[config.mk]
export PLATFORM = sky130hd
export DESIGN_NAME = experiment_scenario_fsm
export DESIGN_NICKNAME = d
export VERILOG_FILES = /design/src/rtl/experiment_scenario_fsm.sv
export SDC_FILE = /design/constraint.sdc
export NUM_CORES = 1
export LEC_CHECK = 0
export BUFFER_PORTS_ARGS = -buffer_cell sky130_fd_sc_hd__buf_2
export CORE_MARGIN = 10
export CORE_UTILIZATION = 30
export CTS_CLUSTER_DIAMETER = 40
export DETAILED_ROUTE_END_ITERATION = 10
export GPL_ROUTABILITY_DRIVEN = 1
export SYNTH_ARGS = -nofsm -noshare
export SYNTH_HDL_FRONTEND = slang
export SYNTH_SLANG_ARGS = --single-unit
[constraint.sdc]
create_clock -name clock_reg_input -period 10.5 [get_ports clock_reg_input]
set_input_delay 0.525 -clock clock_reg_input [delete_from_list [all_inputs] [get_ports clock_reg_input]]
set_output_delay 0.525 -clock clock_reg_input [all_outputs]
set_load 0.02 [all_outputs]
[src/rtl/experiment_scenario_fsm.sv]
// Scenario engine for the EXPERIMENT / EXPERIMENT_PHASE sequences of scenario_multiplexer.
// Optional wire-continuity abort is enabled by defining WIRE_CHECK_EN.
module experiment_scenario_fsm #(
    parameter int unsigned CNT_W     = 32,
    parameter bit          SYNC_EDGE = 1'b1
) (
    input  logic             clock_reg_input,
    input  logic             reset_reg_input,
    input  logic             phase_mode_reg_input,
    input  logic             start_reg_input,
    input  logic             fg_reg_input,
    input  logic             phase_reg_input,
    input  logic             wire_reg_input,
    input  logic             detector_ready_reg_input,
    input  logic [CNT_W-1:0] fg_open_delay_reg_input,
    input  logic [CNT_W-1:0] detectr_ready_timeout_reg_input,
    input  logic [CNT_W-1:0] phase_shift_reg_input,
    input  logic [CNT_W-1:0] detonate_len_reg_input,
    input  logic [CNT_W-1:0] trigger_len_reg_input,
    output logic             detonation_signal_reg_output,
    output logic             trigger_reg_output,
    output logic [7:0]       scenario_state_reg_output,
    output logic [CNT_W-1:0] counter_reg_output
);

    typedef enum logic [7:0] {
        ST_IDLE        = 8'h00,
        ST_WAIT_READY  = 8'h01,
        ST_FG_WAIT     = 8'h02,
        ST_FG_DELAY    = 8'h03,
        ST_PHASE_WAIT  = 8'h04,
        ST_PHASE_SHIFT = 8'h05,
        ST_DETONATE    = 8'h06,
        ST_TRIGGER     = 8'h07,
        ST_DONE        = 8'h08,
        ST_ERR_TIMEOUT = 8'hE1,
        ST_ERR_WIRE    = 8'hE2
    } state_t;

    state_t           state_q, state_d;
    logic [CNT_W-1:0] cnt_q;
    logic             start_prev_q, phase_prev_q;
    logic             phase_mode_q;
    logic [CNT_W-1:0] fg_delay_q, timeout_q, shift_q, det_len_q, trig_len_q;
    logic             latch_c;
    logic             start_rise_c, start_go_c, phase_go_c, wire_fault_c;

    // Index of the final cycle of a timed state; a zero length still takes one cycle.
    function automatic logic [CNT_W-1:0] last_cycle(input logic [CNT_W-1:0] len);
        return (len == '0) ? '0 : len - CNT_W'(1);
    endfunction

    assign start_rise_c = start_reg_input & ~start_prev_q;
    assign start_go_c   = SYNC_EDGE ? start_rise_c : start_reg_input;
    assign phase_go_c   = SYNC_EDGE ? (phase_reg_input & ~phase_prev_q) : phase_reg_input;

`ifdef WIRE_CHECK_EN
    assign wire_fault_c = ~wire_reg_input;
`else
    logic unused_wire;
    assign unused_wire  = wire_reg_input;
    assign wire_fault_c = 1'b0;
`endif

    // State register
    always_ff @(posedge clock_reg_input) begin
        if (!reset_reg_input) begin
            state_q <= ST_IDLE;
        end else begin
            state_q <= state_d;
        end
    end

    // Next-state logic
    always_comb begin
        state_d = state_q;
        latch_c = 1'b0;
        case (state_q)
            ST_IDLE: begin
                if (start_go_c) begin
                    state_d = ST_WAIT_READY;
                    latch_c = 1'b1;
                end
            end
            ST_WAIT_READY: begin
                if (wire_fault_c) begin
                    state_d = ST_ERR_WIRE;
                end else if (detector_ready_reg_input) begin
                    state_d = ST_FG_WAIT;
                end else if ((timeout_q != '0) && (cnt_q == timeout_q - CNT_W'(1))) begin
                    state_d = ST_ERR_TIMEOUT;
                end
            end
            ST_FG_WAIT: begin
                if (wire_fault_c) begin
                    state_d = ST_ERR_WIRE;
                end else if (fg_reg_input) begin
                    state_d = ST_FG_DELAY;
                end
            end
            ST_FG_DELAY: begin
                if (wire_fault_c) begin
                    state_d = ST_ERR_WIRE;
                end else if (cnt_q >= last_cycle(fg_delay_q)) begin
                    state_d = phase_mode_q ? ST_PHASE_WAIT : ST_DETONATE;
                end
            end
            ST_PHASE_WAIT: begin
                if (wire_fault_c) begin
                    state_d = ST_ERR_WIRE;
                end else if (phase_go_c) begin
                    state_d = ST_PHASE_SHIFT;
                end
            end
            ST_PHASE_SHIFT: begin
                if (wire_fault_c) begin
                    state_d = ST_ERR_WIRE;
                end else if (cnt_q >= last_cycle(shift_q)) begin
                    state_d = ST_DETONATE;
                end
            end
            ST_DETONATE: begin
                if (cnt_q >= last_cycle(det_len_q)) begin
                    state_d = ST_TRIGGER;
                end
            end
            ST_TRIGGER: begin
                if (cnt_q >= last_cycle(trig_len_q)) begin
                    state_d = ST_DONE;
                end
            end
            ST_DONE: begin
                if (!start_reg_input) begin
                    state_d = ST_IDLE;
                end
            end
            ST_ERR_TIMEOUT, ST_ERR_WIRE: begin
                // Only a genuine low-to-high start re-arms, even in level mode.
                if (start_rise_c) begin
                    state_d = ST_WAIT_READY;
                    latch_c = 1'b1;
                end
            end
            default: begin
                state_d = ST_IDLE;
            end
        endcase
    end

    // Counter, edge history, parameter latches and outputs decoded from next state
    always_ff @(posedge clock_reg_input) begin
        if (!reset_reg_input) begin
            cnt_q                        <= '0;
            start_prev_q                 <= 1'b0;
            phase_prev_q                 <= 1'b0;
            phase_mode_q                 <= 1'b0;
            fg_delay_q                   <= '0;
            timeout_q                    <= '0;
            shift_q                      <= '0;
            det_len_q                    <= '0;
            trig_len_q                   <= '0;
            detonation_signal_reg_output <= 1'b0;
            trigger_reg_output           <= 1'b0;
        end else begin
            start_prev_q <= start_reg_input;
            phase_prev_q <= phase_reg_input;
            if ((state_d != state_q) || (state_d == ST_IDLE)) begin
                cnt_q <= '0;
            end else if (cnt_q != '1) begin
                cnt_q <= cnt_q + CNT_W'(1);
            end
            if (latch_c) begin
                phase_mode_q <= phase_mode_reg_input;
                fg_delay_q   <= fg_open_delay_reg_input;
                timeout_q    <= detectr_ready_timeout_reg_input;
                shift_q      <= phase_shift_reg_input;
                det_len_q    <= detonate_len_reg_input;
                trig_len_q   <= trigger_len_reg_input;
            end
            detonation_signal_reg_output <= (state_d == ST_DETONATE);
            trigger_reg_output           <= (state_d == ST_TRIGGER);
        end
    end

    assign scenario_state_reg_output = state_q;
    assign counter_reg_output        = cnt_q;

endmodule

==> impl_metrics.tcl <==
set metrics [dict create \
    status "finished clean" \
    drtAntennaViolNets 0 \
    io_buffers 208 \
    first_global_vias 14400 \
    rows 80 \
    cts_tree "done" \
    ys.flop_type "dfxtp_1" \
    grt_overflow 0 \
    critPathSlowestCell "or4_1" \
    synth_nets 2217 \
    synth-compound-area-share_pct 16.6 \
    ys_ff_latch 205 \
    drive_gt1_share_pct 14.8 \
    yosys.area.top_type_share_pct 28.0 \
    clkPwrFrac_pct 43.7 \
    finalMaxSlewViolations 0 \
    syn_area_per_cell_sq_um 7.67 \
    ctsRootBufferMaster "clkbuf_16" \
    intPower_uw 1880 \
    post-route-period-util_pct 57.2 \
    critical_path_required_ns 10.88 \
    grt_max_degree 115 \
    first_pass_iters 5 \
    post_cts_buffers 0 \
    wire_per_inst_um 18.7 \
    grt_util_met2_pct 30.0 \
    hp-class "in2reg" \
    post_drt_via_cell_ratio 5.19 \
    slowest_delay_ns 0.57 \
    worstPathArrival_ns 6.39 \
    start_util_pct 30.5 \
    p_seq_share_pct 30.4 \
    fp.dieH_um 241 \
    cp_cell_sequence "or4_1, nor3_1, nand3_1, or3_1, or2_2, nor4_1, xor2_1, nand2_1, ha_1, nand4_1, nor4_1, o311ai_0, a21oi_1, nor4_1, or2_2, or4_1, a21oi_2, buf_4, nor3_1" \
    synth_mux_area_share_pct 0.486 \
    p_sw_share_pct 32.3 \
    worstSetupPathType "reg2reg" \
    worstPathMaxFanout 32 \
    coreArea_sq_mm 0.0480 \
    max_cap_violations 0 \
    drc 0 \
    cp-end-kind "flop" \
    synth_area_leaders "dfxtp_1 28%, nand2_1 13%, ha_1 12%, a21boi_0 8.3%, xor2_1 6.2%" \
    antenna_found_initial 3 \
    cts_buffer_depth 3 \
    rsz0062_at_grt "no" \
    fin_skew_ns 0.0183 \
    fp.dieW_um 241 \
    grt_pass1_wl_um 78900 \
    power_density_mw_per_mm2 158 \
    synthAdderAreaFrac_pct 11.8 \
    worst_ir_drop_vdd_v 0.0000792 \
    syn_area_sq_mm 0.0147 \
    postCtsHoldBufs 0 \
    cp_common_cell "nor4_1" \
    fp.dieArea_sq_mm 0.0581 \
    synth_top_family_by_area "simple AND/OR/NAND/NOR gates" \
    use_met1_pct 20.3 \
    worst_slew_pin_slew_ns 1.24 \
    max_freq_mhz 166 \
    top_usage_layer "met2" \
    synth-edff-count 0 \
    setup_viol 0 \
    htree_levels 2 \
    power.switching_uw 899 \
    ys_types 68 \
    ctsResizeCount 0 \
    grtUsageMet3_pct 4.46 \
    fin_crit_ns 6.01 \
    clock_latency_ns 0.54 \
    synth_cells 1911 \
    hold_ws_ns 0.202 \
    clkSinkCount 205 \
    ys_warn_count 0 \
    p_comb_share_pct 25.8 \
    final_nets 2404 \
    vias 14200 \
    yosysSeqAreaShare_pct 28.0 \
    cts_buffers 35 \
    syn_to_final_growth_pct 19.9 \
    num-fill-cells 5055 \
    grt.total_usage_pct 17.4 \
    dp_hpwl_um 38500 \
    multi_input_area_sq_mm 0.0102 \
    ys_async_sr_fraction_pct 0 \
    maxSlewHeadroom_pct 16.9 \
    wl_um 51300 \
    gp_congestion 0.898 \
    tns_ns 0 \
    yosys.area_share.simple_pct 29.7 \
    finalHoldViolCount 0 \
    p_leak_uw 0.00777 \
    crit_path_start_kind "flop" \
    ioPinCount 210 \
    clk_pin_slew_worst_paths_ns 0.05 \
    synth_xor_area_share_pct 10.5 \
    synth_top_cell_by_area "dfxtp_1" \
    drtIter0Drc 735 \
    ff_latch_area_sq_mm 0.00410 \
]
[cells in the mapped netlist, types with 5 or more instances]
cell	instances
nor3_1	90
nor2b_1	13
nor4b_1	5
nand2b_1	13
and2_1	14
a2111oi_0	5
nor4_1	43
nor2_1	77
or4_1	21
clkbuf_1	74
xor2_1	103
and3_1	8
o21a_1	5
nand2_1	513
dfxtp_1	205
ha_1	138
and4_1	9
nand4_1	33
xnor2_1	73
or3_1	16
nand3_1	48
o211ai_1	5
o21ai_0	35
inv_1	24
a21o_1	15
or2_2	7
nand3b_1	9
a21boi_0	162
a21oi_1	49
o31a_1	6
a31oi_1	7
a211oi_1	8
mux2i_1	6
o31ai_1	6
[power groups by stage]
stage	registers, uW	clock network [uW]	logic, uW
2_1_floorplan	851	0	548
4_1_cts	847	1240	721
5_1_grt	852	1280	827
6_report	847	1220	719
3_5_place_dp	863	0	717
3_3_place_gp	862	0	690
[metal layers]
| metal | vias up | wire, um |
|---|---|---|
| li1 | 7111 | - |
| met4 | 4 | 1840 |
| met3 | 98 | 3020 |
| met5 | - | 28 |
| met1 | 6674 | 22200 |
| met2 | 332 | 24200 |
[cell families (layout without fill, tap and decap cells)]
family | after synthesis | in the layout
AOI/OAI and AO/OA | 342 | 342
xor gates and xnor gates | 176 | 176
adders and majority gates | 138 | 138
buffers and inverters | 106 | 319
DFF | 205 | 205
muxes | 7 | 7
other | 1 | 3
and+or+nand+nor | 936 | 936
[cell type report]
class / count / share of cell area, %
inverter: 24 / 0.512
clock inverter: 26 / 1.94
timing repair buffer: 232 / 6.96
sequential: 205 / 23.3
multi-input combinational: 1600 / 57.8
clock buffer: 37 / 5.08
tap: 615 / 4.38
antenna: 2 / 0.0285
[through the flow]
step	util, %	worst slack (ns)	instances	total power, uW	area (sq um)
after global placement	34.0	4.62	2676	1550	16300
after floorplan	-	5.45	1911	1400	14700
final	36.6	4.49	2741	2780	17600
after global routing	36.6	3.99	2739	2960	17600
after detailed placement	34.0	4.52	2676	1580	16300
after CTS	36.6	4.51	2739	2810	17600
[cell usage in the layout, fill, tap and decap left out, types with 14 or more instances in the layout]
| master | synthesis | routed |
|---|---|---|
| clkbuf_16 | 0 | 35 |
| a21o_1 | 15 | 15 |
| nor2_1 | 77 | 76 |
| o21ai_0 | 35 | 35 |
| buf_4 | 0 | 25 |
| or3_1 | 16 | 16 |
| nand2_1 | 513 | 513 |
| xnor2_1 | 73 | 73 |
| nand4_1 | 33 | 33 |
| nor3_1 | 90 | 90 |
| ha_1 | 138 | 138 |
| a21oi_1 | 49 | 48 |
| nand3_1 | 48 | 48 |
| a21boi_0 | 162 | 162 |
| buf_2 | 4 | 207 |
| dfxtp_1 | 205 | 205 |
| and2_1 | 14 | 14 |
| inv_1 | 24 | 24 |
| xor2_1 | 103 | 103 |
| nor4_1 | 43 | 43 |
| or4_1 | 21 | 21 |
[final timing paths]
kind | startpoint | endpoint | slack [ns] | cells after the start
max | fg_delay_q[4] | counter_reg_output[15] | 4.49 | 19
min | phase_reg_input | phase_prev_q | 0.20 | 2
max reg2reg | fg_delay_q[4] | counter_reg_output[15] | 4.49 | 19
min reg2reg | shift_q[23] | shift_q[23] | 0.49 | 2
[state kept, by name, summed over array words and instances (netlist names)]
| name | count |
|---|---|
| scenario_state_reg_output | 8 |
| start_prev_q | 1 |
| det_len_q | 32 |
| detonation_signal_reg_output | 1 |
| phase_mode_q | 1 |
| phase_prev_q | 1 |
| fg_delay_q | 32 |
| trigger_reg_output | 1 |
| trig_len_q | 32 |
| counter_reg_output | 32 |
| timeout_q | 32 |
| shift_q | 32 |
[critical path, delay by kind of cell (launching register included)]
| kind | cells | cell delay (ns) |
|---|---|---|
| AND/OR/NAND/NOR | 13 | 3.99 |
| AO/OA/AOI/OAI | 3 | 0.59 |
| adder cells (fa/ha/maj) | 1 | 0.39 |
| flip-flops | 1 | 0.36 |
| buffers and inverters | 1 | 0.34 |
| XOR/XNOR | 1 | 0.18 |
Note: power is estimated with default switching activity, not from simulation.
